<file path="src/rtl/rib_mem_arbiter.sv">
// rib_mem_arbiter: shares one slave bus port between fetch, data and debug
// masters using non-preemptive fixed priority, and generates the pipeline hold
// flag. Only one transfer is outstanding at any time. A transfer that never
// receives s_ack_i ends with an error completion after TIMEOUT busy cycles.
module rib_mem_arbiter #(
  parameter int N_MASTER = 3,
  parameter int TIMEOUT  = 16,
  parameter int GW       = 2
) (
  input  logic                     clk,
  input  logic                     rst,
  input  logic [N_MASTER-1:0]      m_req_i,
  input  logic [N_MASTER-1:0]      m_we_i,
  input  logic [32*N_MASTER-1:0]   m_addr_i,
  input  logic [32*N_MASTER-1:0]   m_wdata_i,
  output logic [N_MASTER-1:0]      m_ack_o,
  output logic [N_MASTER-1:0]      m_err_o,
  output logic [31:0]              rdata_o,
  output logic                     s_req_o,
  output logic                     s_we_o,
  output logic [31:0]              s_addr_o,
  output logic [31:0]              s_wdata_o,
  input  logic [31:0]              s_rdata_i,
  input  logic                     s_ack_i,
  output logic [2:0]               hold_flag_o
);

  localparam int CW = $clog2(TIMEOUT);
  localparam logic [CW-1:0] CNT_LAST = CW'(TIMEOUT - 1);

  localparam logic [2:0] HOLD_NONE = 3'd0;
  localparam logic [2:0] HOLD_IF   = 3'd2;
  localparam logic [2:0] HOLD_EX   = 3'd4;

  typedef enum logic [1:0] {
    IDLE = 2'd0,
    BUSY = 2'd1,
    DONE = 2'd2
  } state_t;

  state_t                state;
  state_t                state_next;
  logic [GW-1:0]         grant;
  logic [GW-1:0]         pick;
  logic [CW-1:0]         cnt;
  logic                  any_req;
  logic                  high_req;
  logic                  timed_out;
  logic [N_MASTER-1:0]   grant_onehot;
  logic                  sel_we;
  logic [31:0]           sel_addr;
  logic [31:0]           sel_wdata;

  assign any_req      = |m_req_i;
  assign high_req     = |m_req_i[N_MASTER-1:1];
  assign timed_out    = (cnt == CNT_LAST);
  assign grant_onehot = {{(N_MASTER-1){1'b0}}, 1'b1} << grant;
  assign s_req_o      = (state == BUSY);

  // Fixed priority: the highest-indexed active request wins.
  always_comb begin
    pick = '0;
    for (int k = 0; k < N_MASTER; k++) begin
      if (m_req_i[k]) begin
        pick = GW'(k);
      end
    end
  end

  // Select the winning master's write enable, address and write data.
  always_comb begin
    sel_we    = m_we_i[pick];
    sel_addr  = m_addr_i[32*pick +: 32];
    sel_wdata = m_wdata_i[32*pick +: 32];
  end

  // State register.
  always_ff @(posedge clk or negedge rst) begin
    if (!rst) begin
      state <= IDLE;
    end else begin
      state <= state_next;
    end
  end

  // Next-state logic: DONE always returns to IDLE so nothing is granted in it.
  always_comb begin
    state_next = state;
    case (state)
      IDLE:    if (any_req) state_next = BUSY;
      BUSY:    if (s_ack_i || timed_out) state_next = DONE;
      DONE:    state_next = IDLE;
      default: state_next = IDLE;
    endcase
  end

  // Pipeline hold: data/debug activity freezes EX, fetch-only activity freezes IF.
  always_comb begin
    hold_flag_o = HOLD_NONE;
    if (state != DONE) begin
      if (high_req || (state == BUSY && grant != '0)) begin
        hold_flag_o = HOLD_EX;
      end else if (m_req_i[0] || (state == BUSY && grant == '0)) begin
        hold_flag_o = HOLD_IF;
      end
    end
  end

  // Transfer datapath: latch the granted request, count wait cycles, and
  // produce the one-cycle completion (or timeout error) pulse.
  always_ff @(posedge clk or negedge rst) begin
    if (!rst) begin
      grant     <= '0;
      cnt       <= '0;
      s_we_o    <= 1'b0;
      s_addr_o  <= '0;
      s_wdata_o <= '0;
      rdata_o   <= '0;
      m_ack_o   <= '0;
      m_err_o   <= '0;
    end else begin
      m_ack_o <= '0;
      m_err_o <= '0;
      case (state)
        IDLE: begin
          if (any_req) begin
            grant     <= pick;
            s_we_o    <= sel_we;
            s_addr_o  <= sel_addr;
            s_wdata_o <= sel_wdata;
            cnt       <= '0;
          end
        end
        BUSY: begin
          if (s_ack_i) begin
            rdata_o <= s_rdata_i;
            m_ack_o <= grant_onehot;
          end else if (timed_out) begin
            rdata_o <= '0;
            m_ack_o <= grant_onehot;
            m_err_o <= grant_onehot;
          end else begin
            cnt <= cnt + CW'(1);
          end
        end
        default: begin
        end
      endcase
    end
  end

endmodule

</file>
<file path="config.mk">
export PLATFORM = sky130hd
export DESIGN_NAME = rib_mem_arbiter
export DESIGN_NICKNAME = d
export VERILOG_FILES = /design/src/rtl/rib_mem_arbiter.sv
export SDC_FILE = /design/constraint.sdc
export NUM_CORES = 1
export LEC_CHECK = 0
export CAP_MARGIN = 20
export CORE_AREA = 2 2 131 133
export DETAILED_ROUTE_END_ITERATION = 8
export DIE_AREA = 0 0 133 135
export PLACE_DENSITY = 0.74
export SYNTH_ARGS = -nofsm -noshare
export SYNTH_HDL_FRONTEND = slang
export SYNTH_SLANG_ARGS = --single-unit
</file>
<file path="constraint.sdc">
create_clock -name clk -period 4.3 [get_ports clk]
set_input_delay 0.645 -clock clk [delete_from_list [all_inputs] [get_ports clk]]
set_output_delay 0.645 -clock clk [all_outputs]
set_load 0.02 [all_outputs]
</file>
# Word level (Yosys, flattened, before mapping)
# Index checks and enable logic that the tools add are counted.
[totals] reg_bits=111 in_bits=233
[classes] addsub=1 order_cmp=1 eq_ne=7 n_shift=3 n_mux=21 reduce_logical=16
[ops] op="$shiftx 96x8->32" count=2
[ops] op="$mux 32" count=2
[ops] op="$mux 3" count=7
[ops] op="$mux 4" count=3
[ops] op="$mux 2" count=4
[ops] op="$ne 2x2->1 const B" count=4
[ops] op="$pmux 4 s2" count=1
[ops] op="$reduce_and 2->1" count=3
[ops] op="$reduce_bool 2->1" count=3
[ops] op="$add 4x1->4 const B" count=1
[ops] op="$eq 4x4->1 const B" count=1
[ops] op="$logic_not 2->1" count=2
[ops] op="$pmux 2 s2" count=1
[ops] op="$reduce_and 4->1" count=1
[ops] op="$logic_or 1x1->1" count=3
[ops] op="$lt 2x3->1 const B" count=1
[ops] op="$reduce_or 3->1" count=1
[ops] op="$shl 1x2->3 const A" count=1
[ops] op="$bmux 1 s2" count=1
[ops] op="$eq 2x1->1 const B" count=1
[ops] op="$logic_and 1x1->1" count=2
[ops] op="$mux 1" count=2
[ops] op="$ne 2x1->1 const B" count=1
[ops] op="$reduce_or 2->1" count=1

# Depth between registers and ports, before layout
[logic_depth] ltp_word=6 depth_mapped=7 ltp_nobuf=4

# Worst setup path after synthesis
# No wires, ideal clock.
[synth_path] path_type="in2out" start="input port m_req_i[2]" end="output port hold_flag_o[1]" arrival_ns=1.643 required_time_ns=3.655 path_slack_ns=2.012 stages=4 path_cell_list="buf_6 clkbuf_1 clkbuf_1 nor3_1"
[synth_via] elab_chain_cells=4
[synth_rtl] element="start, declared" line="12" text="input logic [N_MASTER-1:0] m_req_i,"
[synth_rtl] element="$reduce_or 2->1" line="55" text="assign high_req = |m_req_i[N_MASTER-1:1];"
[synth_rtl] element="$logic_or 1x1->1" line="101" text="if (high_req || (state == BUSY && grant != '0)) begin"
[synth_rtl] element="$mux 3" line="101"
[synth_rtl] element="$mux 3" line="100" text="if (state != DONE) begin"
[synth_rtl] element="end, declared" line="25" text="output logic [2:0] hold_flag_o"
# Every way passes these cells.

# Worst setup path in the final report
[layout_path] start="register state[1]" end="output port hold_flag_o[1]"
[layout_via] elab_chain_cells=6 elab_cells_between_ends=9 classes_between="2 x eq/ne; 3 x mux; 4 x reduce/logical"
[layout_rtl] element="start, declared" line="41" text="state_t state;"
[layout_rtl] element="start signal, assigned" line="82" text="state <= state_next;"
[layout_rtl] element="$eq 2x1->1" line="101, 103"
[layout_rtl] element="$logic_and 1x1->1" line="103" text="end else if (m_req_i[0] || (state == BUSY && grant == '0)) begin"
[layout_rtl] element="$logic_or 1x1->1" line="103"
[layout_rtl] element="$mux 2" line="103"
[layout_rtl] element="$mux 3" line="101"
[layout_rtl] element="$mux 3 *" line="100"
# Every way passes the cells marked *; elsewhere a longest branch is shown, timed or not.

==> results.yml <==
routing:
  drc_errors: 0
  avgViaCountPerCell: 4.812
  wirelength_um: 18380
  drtPass1Iterations: 4
  vias: 4966
  postRouteAntennaNets: 0
  wl_per_cell_um: 17.81
  drt_iter0_markers: 231
worst_setup_path:
  crit_cells: 5
  crit_path_end: "hold_flag_o[1]"
  reg2reg_depth: 4
  r2r_end: "s_wdata_o[11]$_DFFE_PN0P_"
  startpoint: "state[1]$_DFFE_PN0P_"
  critical-path-top-delay-family: "buffers and inverters"
  timing.rr.start: "state[0]$_DFFE_PN0P_"
  path_max_fanout: 8
  critPathBufInv: 2
  worst-setup-path-type: "flip-flop to output pin"
  slowest_stage: "clkdlybuf4s50_1"
  end_kind: "output pin"
  worstPathRequired_ns: 3.65
  arrival_ns: 2.17
  start_kind: "flip-flop"
  path_cells: "nand2b_1 > clkinv_1 > a22oi_1 > nor3_1 > clkdlybuf4s50_1"
  reg2reg_setup_slack_ns: 2.19
  slowest_delay_ns: 0.56
synth:
  netlist_area_um2: 5599
  synth-seq-area-share: 0.4961
  syn_nets: 726
  post-synth-top-area-cell: "dfrtp_1"
  avgSynthCellArea_um2: 11.38
  synth_warnings: 0
  synthTopCellsByArea: "dfrtp_1 50%, mux2i_1 12%, mux2_4 7.5%, mux2_2 7.4%, o21ai_0 6.3%"
  yosys.cell_types.count: 34
  synth_compound_area_frac: 0.1229
  synth_top_area_frac: 0.4961
  synth-simple-area-share: 0.06637
  synth-adder-area-share: 0.002235
  ys_seq_elements: 111
  muxShareOfSynthArea: 0.2675
  synth_cells: 492
  synthXorXnorAreaFrac: 0.003128
  synth_top_family_by_area: "multiplexers"
timing:
  finalSetupTns_ns: 0
  setup-violations-final: 0
  fmax_ghz: 0.3549
  slew_violations: 0
  period_share: 0.6552
  fin_skew_ns: 0.01242
  period_minus_slack_ns: 2.817
  setup_slack_ns: 1.483
  finalHoldViolations: 0
  tightest_slew_ns: 0.9967
  slew-limit-headroom: 0.3355
  rsz0062_at_grt: "false"
grt:
  grt.total_usage: 0.2009
  grt_pass1_vias: 5151
  grt_antenna_before_repair: 1
  grt_overflow: 0
  grt_pass1_wl_um: 28120
  grt_max_degree: 94
clocking:
  cts.sink_count: 111
  postCtsSetupBuffers: 0
  clk_latency_ns: 0.35
  post_cts_resized: 0
  cts-hold-fix-buffers: 0
  clockBufferDepth: 2
  htreeDepth: 3
  cts_root_buf: "clkbuf_16"
  cts_buffers: 9
  clk_pin_slew_ns: 0.08
  cts_tree: "built"
placement:
  post-place-ws_ns: 1.549
  io_buffers: 338
  dp_hpwl_um: 14290
  gp_congestion: 0.8695
  place_area_um2: 9110
pwr:
  p_per_area_nw_per_um2: 606.4
  total_power_mw: 5.712
  leakage_nw: 4.052
  peakVddDrop_mv: 0.3824
floorplanning:
  num_rows: 47
  die_y_um: 135
  core_area_um2: 16410
  dieArea_um2: 17960
  die_w_um: 133
  initial_core_util: 0.3413
  ioPinCount: 340
final_layout:
  syn2layout_area_growth_pct: 68.22
  diodes: 0
  mostFrequentLayoutCell: "clkdlybuf4s50_1"
  final_layout_size_suffix_gt1_frac: 0.1121
  fin_nets: 1041
  final_util: 0.5741
  final_area_um2: 9419
  final_cell_mix: "335 x clkdlybuf4s50_1, 111 x dfrtp_1, 70 x o21ai_0"
run:
  cap_violations: 0
outcome:
  status: "finished clean"
worst_hold_path:
  min_path_type: "input pin to async pin"
cells in the mapped netlist:
master    instances
o31ai_1           1
dfrtp_1         111
buf_1             3
a31oi_1           1
nor2_1            6
nor2b_1           1
mux2_2           37
buf_2            12
o21ai_0          70
buf_6             5
clkinv_1          1
clkbuf_2          1
xnor2_1           2
nand2_1          68
buf_4             1
o211ai_1          1
mux2i_1          66
conb_1            1
clkbuf_1         18
a22o_1           33
o32ai_1           1
nand2b_1          3
and2_1            2
nand4_1           1
a21oi_1           1
ha_1              1
nand3_1           3
mux2_4           28
or3_1             2
a22oi_1           1
or4_1             1
inv_1             5
nor3_1            3
o22ai_1           1
power breakdown:
part	internal (mW)	total, mW	switching, mW
clock	0.416	0.828	0.412
sequential	1.53	1.85	0.313
combinational	1.65	3.04	1.39
how the worst min path moves through the flow:
stage | to | slack, ns | depth (start not counted)
4_1_cts | m_ack_o[1]$_DFF_PN0_ | 0.23 | 1
6_report | s_addr_o[5]$_DFFE_PN0P_ | 0.23 | 1
3_3_place_gp | s_addr_o[31]$_DFFE_PN0P_ | 0.49 | 1
2_1_floorplan | cnt[0]$_DFFE_PN0P_ | 0.35 | 0
5_1_grt | s_addr_o[5]$_DFFE_PN0P_ | 0.25 | 1
3_5_place_dp | rdata_o[0]$_DFFE_PN0P_ | 0.49 | 1
registers in the layout, indices dropped and copies added, names as in the netlist:
signal     cells
s_addr_o      32
grant          2
rdata_o       32
state          2
m_ack_o        3
cnt            4
s_we_o         1
m_err_o        3
s_wdata_o     32
cells by family (layout without fill, tap and decap cells):
logic type                 after synthesis  count (layout)
and+or+nand+nor                         90              90
other                                    1               1
muxes                                  131             131
AOI/OAI and AO/OA                      110             110
adders and majority gates                1               1
xor gates and xnor gates                 2               2
buffers and inverters                   46             366
DFF                                    111             111
layer usage:
metal	global-route usage	share of wire	routed length, um	vias up
met5	0	0.00071	13	-
met4	0.08184	0.032	594	2
met3	0.05968	0.078	1433	38
met2	0.3483	0.50	9142	245
met1	0.2334	0.39	7197	2300
li1	-	-	-	2381
stage by stage:
stage | hold slack (ns) | cells
after floorplan | 0.3494 | 492
after global placement | 0.4888 | 1015
after detailed placement | 0.4898 | 1016
after CTS | 0.2271 | 1032
after global routing | 0.2515 | 1032
final | 0.2280 | 1032
area by class of cell:
| type | instances | area (um2) |
|---|---|---|
| inverters | 6 | 22.52 |
| clock buffers | 9 | 225.2 |
| repair buffers | 344 | 3441 |
| multi-input cells | 335 | 2594 |
| flip-flops and latches | 111 | 2778 |
| clock inverters | 7 | 83.83 |
| well taps | 220 | 275.3 |
| fillers | 1345 | 6988 |
worst register-to-register path: cells and delay by family, from the launching register on:
family | cells | cell delay, ns
simple gates | 2 | 0.88
flops | 1 | 0.44
mux | 1 | 0.38
buf+inv | 1 | 0.30
No activity file was read; power rests on OpenSTA's default activity.
